--- src/rtl/neuron_train_ctrl_pkg.sv ---
// Shared types and constants for the single-neuron training slice.
package neuron_pkg;

  // Sequencer states, one per step of the per-sample training loop.
  typedef enum logic [2:0] {
    IDLE      = 3'd0,
    INIT      = 3'd1,
    FETCH     = 3'd2,
    LOAD      = 3'd3,
    CALC      = 3'd4,
    UPDATE    = 3'd5,
    EPOCH_END = 3'd6,
    DONE      = 3'd7
  } state_t;

  // Datapath widths: weights/bias and the sign output of the neuron.
  localparam int W_WIDTH  = 14;
  localparam int Y_SIGN_W = 2;

  // Default training set size and epoch limit.
  localparam int DEF_N_SAMPLES  = 4;
  localparam int DEF_MAX_EPOCHS = 64;

endpackage

--- src/rtl/neuron_train_ctrl.sv ---
// Training sequencer: walks the sample memory, strobes the datapath through
// load/compute/update for every sample and counts epochs until the neuron
// converges (error-free epoch) or the epoch limit is reached.
module neuron_train_ctrl
  import neuron_pkg::*;
#(
  parameter int N_SAMPLES   = DEF_N_SAMPLES,
  parameter int ADDR_W      = 2,
  parameter int MAX_EPOCHS  = DEF_MAX_EPOCHS,
  parameter int EPOCH_W     = 7,
  parameter int CALC_CYCLES = 1
) (
  input  logic               clk,
  input  logic               rst,
  input  logic               start,
  input  logic               err,
  output logic               ready,
  output logic [ADDR_W-1:0]  mem_addr,
  output logic               mem_rd,
  output logic               clr_w,
  output logic               ld_x,
  output logic               calc,
  output logic               upd_en,
  output logic [EPOCH_W-1:0] epoch,
  output logic               converged,
  output logic               timeout
);

  // A one-cycle calc still needs a one-bit counter to keep the compare legal.
  localparam int CNT_W = (CALC_CYCLES > 1) ? $clog2(CALC_CYCLES) : 1;

  localparam logic [ADDR_W-1:0]  ADDR_ZERO   = ADDR_W'(0);
  localparam logic [ADDR_W-1:0]  ADDR_ONE    = ADDR_W'(1);
  localparam logic [ADDR_W-1:0]  ADDR_LAST   = ADDR_W'(N_SAMPLES - 1);
  localparam logic [EPOCH_W-1:0] EPOCH_ZERO  = EPOCH_W'(0);
  localparam logic [EPOCH_W-1:0] EPOCH_ONE   = EPOCH_W'(1);
  localparam logic [EPOCH_W-1:0] EPOCH_SAT   = {EPOCH_W{1'b1}};
  localparam logic [EPOCH_W-1:0] EPOCH_LIMIT = EPOCH_W'(MAX_EPOCHS);
  localparam logic [CNT_W-1:0]   CNT_ZERO    = CNT_W'(0);
  localparam logic [CNT_W-1:0]   CNT_ONE     = CNT_W'(1);
  localparam logic [CNT_W-1:0]   CNT_LAST    = CNT_W'(CALC_CYCLES - 1);

  state_t           state_r;
  logic [CNT_W-1:0] calc_cnt_r;
  logic             err_flag_r;    // any sample of the current epoch mispredicted
  logic             start_seen_r;  // start observed low while parked in DONE

  // Sequencer: next state plus registered Moore strobes for the state being entered.
  always_ff @(posedge clk) begin
    if (rst) begin
      state_r      <= IDLE;
      ready        <= 1'b0;
      mem_rd       <= 1'b0;
      clr_w        <= 1'b0;
      ld_x         <= 1'b0;
      calc         <= 1'b0;
      upd_en       <= 1'b0;
      mem_addr     <= ADDR_ZERO;
      epoch        <= EPOCH_ZERO;
      converged    <= 1'b0;
      timeout      <= 1'b0;
      calc_cnt_r   <= CNT_ZERO;
      err_flag_r   <= 1'b0;
      start_seen_r <= 1'b0;
    end else begin
      // Single-cycle strobes drop unless the entered state raises them again.
      mem_rd <= 1'b0;
      clr_w  <= 1'b0;
      ld_x   <= 1'b0;
      upd_en <= 1'b0;
      case (state_r)
        IDLE: begin
          if (start) begin
            state_r      <= INIT;
            ready        <= 1'b0;
            clr_w        <= 1'b1;
            mem_addr     <= ADDR_ZERO;
            epoch        <= EPOCH_ZERO;
            converged    <= 1'b0;
            timeout      <= 1'b0;
            err_flag_r   <= 1'b0;
            start_seen_r <= 1'b0;
          end else begin
            ready <= 1'b1;
          end
        end
        INIT: begin
          state_r <= FETCH;
          mem_rd  <= 1'b1;
        end
        FETCH: begin
          state_r <= LOAD;
          ld_x    <= 1'b1;
        end
        LOAD: begin
          state_r    <= CALC;
          calc       <= 1'b1;
          calc_cnt_r <= CNT_ZERO;
        end
        CALC: begin
          // err is only meaningful in the final calc cycle; it becomes upd_en directly.
          if (calc_cnt_r == CNT_LAST) begin
            state_r <= UPDATE;
            calc    <= 1'b0;
            upd_en  <= err;
          end else begin
            calc_cnt_r <= calc_cnt_r + CNT_ONE;
          end
        end
        UPDATE: begin
          err_flag_r <= err_flag_r | upd_en;
          if (mem_addr == ADDR_LAST) begin
            state_r  <= EPOCH_END;
            mem_addr <= ADDR_ZERO;
          end else begin
            state_r  <= FETCH;
            mem_addr <= mem_addr + ADDR_ONE;
            mem_rd   <= 1'b1;
          end
        end
        EPOCH_END: begin
          if (epoch != EPOCH_SAT) begin
            epoch <= epoch + EPOCH_ONE;
          end else begin
            epoch <= epoch;
          end
          if (!err_flag_r) begin
            state_r   <= DONE;
            converged <= 1'b1;
            ready     <= 1'b1;
          end else if ((epoch + EPOCH_ONE) == EPOCH_LIMIT) begin
            state_r <= DONE;
            timeout <= 1'b1;
            ready   <= 1'b1;
          end else begin
            state_r    <= FETCH;
            err_flag_r <= 1'b0;
            mem_rd     <= 1'b1;
          end
        end
        DONE: begin
          // Park until start has been seen low so a held start cannot retrigger.
          ready <= 1'b1;
          if (start_seen_r) begin
            state_r      <= IDLE;
            start_seen_r <= 1'b0;
          end else if (!start) begin
            start_seen_r <= 1'b1;
          end else begin
            start_seen_r <= 1'b0;
          end
        end
        default: begin
          state_r <= IDLE;
          ready   <= 1'b0;
          calc    <= 1'b0;
        end
      endcase
    end
  end

endmodule
--- config.mk ---
export PLATFORM = sky130hd
export DESIGN_NAME = neuron_train_ctrl
export DESIGN_NICKNAME = d
export VERILOG_FILES = /design/src/rtl/neuron_train_ctrl_pkg.sv /design/src/rtl/neuron_train_ctrl.sv
export SDC_FILE = /design/constraint.sdc
export NUM_CORES = 1
export LEC_CHECK = 0
export BUFFER_PORTS_ARGS = -buffer_cell sky130_fd_sc_hd__buf_4
export CAP_MARGIN = 20
export CORE_MARGIN = 4
export CORE_UTILIZATION = 30
export DETAILED_ROUTE_END_ITERATION = 7
export PLACE_DENSITY = 0.44
export RECOVER_POWER = 50
export SYNTH_ARGS = -nofsm -noshare
export SYNTH_HDL_FRONTEND = slang
export SYNTH_SLANG_ARGS = --single-unit
--- constraint.sdc ---
create_clock -name clk -period 2.7 [get_ports clk]
set_input_delay 0.27 -clock clk [delete_from_list [all_inputs] [get_ports clk]]
set_output_delay 0.27 -clock clk [all_outputs]
set_load 0.03 [all_outputs]
## Yosys cells after proc, flatten, opt, wreduce, memory -nomap -nowiden

Cells that the tools add are included.

- Register bits after elaboration: 23
- Input port bits: 4
- Output and inout bits: 17
- Word-level logic and storage cells: 93

- Add/sub/neg operators: 3
- Equality and inequality tests: 18
- Mux-type cells: 37
- Bitwise gates (word level): 3
- Reductions and logical operators: 18

Operators by type and width:

| operator | count |
|---|---|
| $pmux W3 S8 | 1 |
| $mux W3 | 6 |
| $mux W1 | 16 |
| $mux W7 | 2 |
| $ne A2 B2 Y1 const B | 7 |
| $pmux W7 S2 | 1 |
| $eq A3 B3 Y1 const B | 4 |
| $pmux W1 S2 | 5 |
| $reduce_and A2 Y1 | 5 |
| $pmux W1 S3 | 3 |
| $reduce_and A3 Y1 | 3 |
| $reduce_bool A2 Y1 | 4 |
| $add A7 B1 Y7 const B | 1 |
| $eq A7 B7 Y1 const B | 1 |
| $ne A7 B7 Y1 const B | 1 |
| $eq A3 B2 Y1 const B | 2 |
| $reduce_bool A3 Y1 | 2 |
| $mux W2 | 2 |
| $pmux W2 S2 | 1 |
| $reduce_and A4 Y1 | 1 |
| $eq A3 B1 Y1 const B | 1 |
| $logic_not A3 Y1 | 1 |
| $ne A3 B3 Y1 const B | 1 |
| $reduce_or A3 Y1 | 1 |
| other kinds (6) | 7 |

## Longest topological paths before layout

Gate-level depths: netlist of run 1.

- Word-level depth: 5
- Gate-level depth with buffers: 5
- Mapped depth without buffers: 5

## Worst setup path before layout of run 1

Ideal clock, no wire load.

- Path type: flip-flop to flip-flop
- Start point: register epoch[0]
- End point: register epoch[3]
- Setup time: 0.091 ns
- Arrival time: 1.738 ns
- Required time: 2.609 ns
- Path slack: 0.871 ns
- Cell stages (with the launch flop): 6
- Path buffers: 0
- Period minus slack after synthesis: 1.829 ns
- Cells stage by stage: dfxtp_1 > ha_1 > nand4_1 > o21ai_0 > nand2_1 > a311oi_1

- Cells in the longest elaborated chain, start to end: 3
- Elaborated cells on any way between the ends: 6
- Classes of those cells: add/sub (1); eq/ne (2); mux (2); reduce/logical (1)

RTL lines:

| what | line | text |
|---|---|---|
| start: declaration | neuron_train_ctrl.sv:24 | `output logic [EPOCH_W-1:0] epoch,` |
| start signal: assignment | neuron_train_ctrl.sv:123 | `epoch <= epoch + EPOCH_ONE;` |
| start signal: assignment | neuron_train_ctrl.sv:125 | `epoch <= epoch;` |
| $add A7 B1 Y7 or $ne A7 B7 Y1 (tied branches) | neuron_train_ctrl.sv:123, neuron_train_ctrl.sv:122 |  |
| $mux W7 or $ne A2 B2 Y1 (tied branches) | n/a |  |
| $pmux W7 S2 or $reduce_and A3 Y1 (tied branches) | n/a |  |

Parallel ways exist; a longest one is shown, timed or not. The select of a mux whose other input is x is not followed.
A chain may end at the register's enable or synchronous reset.

## Worst setup path after layout of run 1

- Start point: register epoch[0]
- End point: register epoch[4]

Same word-level chain as after synthesis.

==> metrics.md, run 1 <==
| Metric | Value |
|---|---|
| Mapped Avg Cell Area | between 8 and 9 µm² |
| Layout cells sized above 1 | 0.0993 |
| DR iter-0 viols | 63 |
| Startpoint class of the critical path | flop |
| Largest net degree at the start of global routing | 20 |
| Worst skew pair latency | between 200 and 300 ps |
| Clk pwr share | 0.363 |
| Final Cycle Share | 0.727 |
| # DRC | 0 |
| Arr. time, crit path | approximately 2100 ps |
| Initial antenna violation count | 0 |
| Via count | around 1100 |
| Synth Cell Area | 1140 µm² |
| Worst-path clk slew | 90 ps |
| Post-CTS Setup Bufs | 0 |
| Critical Setup Path Class | reg2reg |
| RD Place Congestion | ~0.89 |
| Library cells used by synthesis | 41 |
| Slew Limit Fails | 0 |
| Required time of the critical path | between 2000 and 3000 ps |
| NetSw | 0.000178 W |
| WL/cell | 14.1 µm |
| Leakage | ~0.43 nW |
| H-tree depth | 1 |
| Clock sinks | 22 |
| Int Pwr | 0.000491 W |
| Comb pwr share | 0.110 |
| Post-synth EDFFs | 0 |
| Hold/Removal Path Class | in2reg |
| FMAX | slightly above 500 MHz |
| Setup ws final | roughly 740 ps |
| Setup-failing EPs final | 0 |
| Slew HR | 0.514 |
| Dpl ws | 837 ps |
| Core Area | between 3000 and 4000 µm² |
| Synthesis Warnings | 0 |
| Die area | between 4000 and 5000 µm² |
| Switching Share | 0.266 |
| Setup TNS | 0 ps |
| Grt ovf | 0 |
| CTS tree | done |
| Die Span Y | approximately 70 µm |
| Register bit count reported by yosys | 22 |
| Fill count | between 400 and 500 |
| Async set-or-reset flop fraction in the synthesized netlist | 0 |
| CTS root buf | clkbuf_8 |
| Area Growth Syn to Fin | 12.3% |
| Vias per cell | around 5.3 |
| Fin Hold WS | between 200 and 300 ps |
| Antenna Nets Post-Route | 0 |
| CP Capture Type | flop |
| Gates resized, CTS repair | 0 |
| Unrepaired setup endpoints after global routing | false |
| First drt pass iteration count | 4 |
| DPL Wire Length | between 1.5 and 2 mm |
| Final Hold Viols | 0 |
| Pwr/cell area | around 520 nW/µm² |
| Die Wd | ~70 µm |
| Vias in the first global route | around 1000 |
| Starting density of the core | 0.312 |
| Main synth FF type | dfxtp_1 |
| Sequential fraction of the synthesis area | 0.386 |
| FP Rows | 22 |
| Hold-fix buffers, CTS | 0 |
| Skew final | between 7 and 8 ps |
| Worst IR Drop VDD | ~0.16 mV |
| Nets | approximately 160 |
| Minimum clock period | between 1500 and 2000 ps |
| GRT Util Overall | 0.118 |
| Routed Wire Length | between 2 and 3 mm |
| Syn nets | between 100 and 150 |
| Outcome | finished clean |
| Seq pwr share | 0.527 |
| Io pins | 21 |
| CTS buffer count | 3 |
| Least-Margin Pin Slew | roughly 720 ps |
| Port Buffer Count | 20 |
| First-pass GRT wire length | between 4 and 5 mm |
| Synth Instances | 135 |
| Inserted Diodes | 0 |
| Max-cap violations | 0 |
| Clk buf depth | 2 |
| Crit-path max FO | 8 |
[critical path: stages, from the launching register on]
cell      delay (ps)
dfxtp_1          440
ha_1             270
nand4_1          210
o21ai_0          450
nand2_1          210
a311oi_1         290
[kinds of logic (layout without fill, tap and decap cells)]
| kind of cell | Yosys count | count (layout) | share of synthesized area |
|---|---|---|---|
| AO/OA/AOI/OAI | 41 | 41 | 0.263 |
| buffers and inverters | 13 | 29 | 0.0734 |
| flip-flops | 22 | 22 | 0.386 |
| adder cells (fa/ha/maj) | 2 | 2 | 0.0219 |
| AND/OR/NAND/NOR | 57 | 57 | 0.256 |
[power by group through the flow]
| stage | clock network (W) | logic [W] | registers (W) |
|---|---|---|---|
| after floorplan | 0 | 0.0000567 | 0.000361 |
| after global placement | 0 | 0.0000805 | 0.000359 |
| after detailed placement | 0 | 0.0000797 | 0.000360 |
| after CTS | 0.000252 | 0.0000803 | 0.000352 |
| after global routing | 0.000267 | 0.0000821 | 0.000355 |
| final | 0.000242 | 0.0000739 | 0.000352 |
[sequential cells by signal, indices dropped and copies added, names as in the netlist]
register / cells
ld_x: 1
ready: 1
mem_addr: 2
timeout: 1
state_r: 3
clr_w: 1
err_flag_r: 1
mem_rd: 1
calc: 1
converged: 1
start_seen_r: 1
epoch: 7
upd_en: 1
[metal layers]
metal  up-vias  track usage  part of all wire
li1        527            -                 -
met1       499        0.162              0.51
met2        30        0.177              0.43
met3         4       0.0348             0.054
met4         0       0.0383             0.010
met5         -            0                 0
[cell usage after synthesis, types with 2 or more instances]
master,count,share of area
a22oi_1,2,0.013
and3_1,3,0.016
nor3_1,4,0.018
nand2_1,13,0.043
inv_1,5,0.016
a21oi_1,11,0.048
clkbuf_8,3,0.036
a311oi_1,3,0.023
nand3_1,5,0.022
nand3b_1,2,0.013
dfxtp_1,22,0.39
ha_1,2,0.022
o211ai_1,2,0.013
o21a_1,2,0.013
o2111ai_1,2,0.015
nor2_1,17,0.056
nor4_1,2,0.011
clkbuf_1,3,0.0099
o21ai_0,7,0.031
a31oi_1,3,0.016
nor4b_1,2,0.015
[per-stage QoR]
stage                     power [W]   util  cell area [µm²]  instances
after detailed placement   0.000439  0.352             1290        195
after floorplan            0.000417      -             1140        135
after CTS                  0.000685  0.367             1340        199
after global routing       0.000704  0.350             1280        199
after global placement     0.000439  0.352             1290        195
final                      0.000669  0.350             1280        199
[worst paths after layout]
kind	from	endpoint	slack, ps	cells past startpoint
hold reg to reg	timeout	timeout	450	2
setup / recovery	epoch[0]	epoch[4]	740	5
setup reg to reg	epoch[0]	epoch[4]	740	5
hold / removal	err	upd_en	280	2
[final cells by class]
class	instances	area (µm²)	area share
well taps	48	60.1	0.0468
clock buffers	4	55.1	0.0429
flip-flops and latches	22	440	0.343
repair buffers	20	90.1	0.0702
multi-input cells	100	618	0.482
inverters	5	18.8	0.0146
[cell usage in the layout, fill, tap and decap left out, types with 2 or more instances in the layout]
master     netlist  layout
dfxtp_1         22      22
nor2_1          17      17
clkbuf_1         3      16
nand2_1         13      13
a21oi_1         11      11
o21ai_0          7       7
inv_1            5       5
nand3_1          5       5
nor3_1           4       4
clkbuf_8         3       4
buf_4            1       4
and3_1           3       3
a31oi_1          3       3
a311oi_1         3       3
o21a_1           2       2
nor4b_1          2       2
nor4_1           2       2
o211ai_1         2       2
o2111ai_1        2       2
nand3b_1         2       2
a22oi_1          2       2
ha_1             2       2
No activity file was read; power rests on OpenSTA's default activity.
==> run 2, diff against run 1 <==
==> constraint.sdc (replaced) <==
create_clock -name clk -period 1.9 [get_ports clk]
set_input_delay 0.19 -clock clk [delete_from_list [all_inputs] [get_ports clk]]
set_output_delay 0.19 -clock clk [all_outputs]
set_load 0.03 [all_outputs]
==> run 2 against run 1 <==
Sequential share of layout area shrank 1.1 points. Total power rose by 42%. Die area unchanged. Via count rose by 0.75%. Clock-buffer cell count unchanged. Clock skew fell by 6.0 ps. Largest cell class unchanged. First-iteration DRC count is 29% higher. Cell count is 3.0% higher. Maximum frequency up 21%.
==> metrics.md, run 2 (same netlist as run 1, synthesis figures left out) <==
| Metric | Value |
|---|---|
| Antenna Nets Post-Route | 0 (unchanged) |
| Setup TNS | 0 ps (unchanged) |
| Outcome | finished clean |
| Worst skew pair latency | 260 ps (about the same) |
| Slew Limit Fails | 0 (unchanged) |
| Crit-path max FO | 8 (unchanged) |
| Reg2reg start | epoch[0] |
| Area Growth Syn to Fin | 15.9% |
| Largest net degree at the start of global routing | 19 (-5.0%) |
| GRT Util Overall | 0.126 (+0.00726) |
| H-tree depth | 1 (unchanged) |
| Footprint of the multi-input gates | 618 µm² (unchanged) |
| Hold/Removal Path Class | in2reg |
| Unrepaired setup endpoints after global routing | false |
| FP Rows | 22 (unchanged) |
| Hold Path Stages | 2 (unchanged) |
| Pwr/cell area | 718 nW/µm² (+38%) |
| Die area | 4860 µm² (unchanged) |
| Die Wd | 69.7 µm (unchanged) |
| Dpl ws | 149 ps (-688 ps) |
| First-pass GRT wire length | 4.93 mm (+4.2%) |
| Commonest cells after routing, fill and taps aside | dfxtp_1 (22), nor2_1 (17), clkbuf_1 (17), nand2_1 (13), a21oi_1 (11) |
| Vias per cell | 5.21 (-2.2%) |
| Arr. time, crit path | 1800 ps (-330 ps) |
| Final Cycle Share | 0.855 (+0.129) |
| Overall power | 0.000951 W (+42%) |
| Layout cells sized above 1 | 0.127 (+0.0281) |
| Setup-failing EPs final | 0 (unchanged) |
| CP max-delay cell | dfxtp_1 |
| Post-CTS Setup Bufs | 0 (unchanged) |
| First drt pass iteration count | 4 (unchanged) |
| Nets | 164 (+3.8%) |
| CTS buffer count | 3 (unchanged) |
| Setup ws final | 275 ps (-464 ps) |
| Clk buf depth | 2 (unchanged) |
| Final Hold Viols | 0 (unchanged) |
| Largest register FFs | 7 (unchanged) |
| Initial antenna violation count | 0 (unchanged) |
| Critical Path Max Stage Delay | 440 ps (about the same) |
| Hold_sp | err |
| R2R setup slack | 270 ps (-460 ps) |
| FMAX | 615 MHz (+21%) |
| Fin Hold WS | 200 ps (-83.0 ps) |
| WL/cell | 13.9 µm (-1.3%) |
| Least-Margin Pin Slew | 542 ps (-176 ps) |
| Fill count | 398 (-3.4%) |
| RD Place Congestion | 0.825 (-7.1%) |
| Minimum clock period | 1630 ps (-336 ps) |
| Max-cap violations | 0 (unchanged) |
| Skew final | 1.87 ps (-6.00 ps) |
| Biggest register | epoch |
| Seq. cell area | 440 µm² (unchanged) |
| Biggest registers after layout | epoch: 7 flops, state_r: 3 flops, mem_addr: 2 flops |
| Fin util | 0.362 (+0.0113) |
| Slew HR | 0.635 (+0.121) |
| Io pins | 21 (unchanged) |
| Most common cell after layout, fill and taps aside | dfxtp_1 |
| # DRC | 0 (unchanged) |
| Inserted Diodes | 0 (unchanged) |
| Largest delay share family, worst path | compound AO/OA/AOI/OAI gates |
| Worst-path clk slew | 80 ps (about the same) |
| Die Span Y | 69.7 µm (unchanged) |
| Buf/Inv on CP | 0 (unchanged) |
| Worst IR Drop VDD | 0.419 mV (+160%) |
| CP Cell Sequence | ha_1, nand4_1, o21ai_1, nand2_1, a311oi_1 |
| CP Capture Type | flop |
| Startpoint class of the critical path | flop |
| CTS tree | done |
| Starting density of the core | 0.312 (unchanged) |
| DPL Wire Length | 2.07 mm (+7.6%) |
| CTS root buf | clkbuf_8 |
| Routed Wire Length | 2.85 mm (+1.7%) |
| DR iter-0 viols | 81 (+29%) |
| Clock sinks | 22 (unchanged) |
| Crit Reg-Reg Endpoint | epoch[5] |
| Required time of the critical path | 2070 ps (-800 ps) |
| Port Buffer Count | 20 (unchanged) |
| Core Area | 3660 µm² (unchanged) |
| Hold EP | upd_en |
| R2R depth | 5 (unchanged) |
| Vias in the first global route | 1017 (+1.8%) |
| Critical Setup Path Class | reg2reg |
| Via count | 1068 (+0.75%) |
| Leakage | 0.452 nW (+6.2%) |
| Grt ovf | 0 (unchanged) |
run 2: cell count changes in the layout (fill, tap and decap cells not counted):
cell      before  now
clkbuf_1      16   17
o21ai_0        7    6
o21ai_1        0    1
buf_4          4    9
run 2: worst max-delay path by stage:
stage          endpoint  cells past startpoint      from
2_1_floorplan  epoch[3]                      5  epoch[0]
3_3_place_gp   epoch[4]                      5  epoch[0]
3_5_place_dp   epoch[4]                      5  epoch[0]
4_1_cts        epoch[5]                      5  epoch[0]
5_1_grt        epoch[4]                      5  epoch[1]
6_report       epoch[5]                      5  epoch[0]
run 2: power breakdown:
part	total (W)	switching [W]	internal, W	leakage (nW)
combinational	0.000120	0.0000771	0.0000432	0.245
clock	0.000335	0.000151	0.000185	0.0288
sequential	0.000496	0.0000198	0.000476	0.178
run 2: what timing repair did:
item / 4_1_cts / 5_1_grt
gates resized for setup: 0 / 1
hold buffers: 0 / 0
setup endpoints to repair: 0 / 3
run 2: layout make-up:
class                   instances  share of cell area
flip-flops and latches         22               0.333
multi-input cells             100               0.467
well taps                      48              0.0454
clock buffers                   4              0.0416
repair buffers                 26              0.0992
inverters                       5              0.0142
run 2: worst reg2reg max path: stages (launching register included):
cell and delay, ps:
dfxtp_1 440, ha_1 260, nand4_1 140, o21ai_1 250, nand2_1 160, a311oi_1 280
run 2: through the flow:
| stage | cell area (µm²) | instances |
|---|---|---|
| 2_1_floorplan | 1140 | 135 |
| 3_3_place_gp | 1330 | 201 |
| 3_5_place_dp | 1330 | 201 |
| 4_1_cts | 1390 | 205 |
| 5_1_grt | 1320 | 205 |
| 6_report | 1320 | 205 |
run 2: layer usage:
| metal | share of wire | up-vias | global-route usage |
|---|---|---|---|
| met3 | 0.056 | 2 | 0.0319 |
| li1 | - | 548 | - |
| met1 | 0.49 | 493 | 0.173 |
| met5 | 0 | - | 0 |
| met4 | 0.012 | 0 | 0.0447 |
| met2 | 0.44 | 25 | 0.189 |
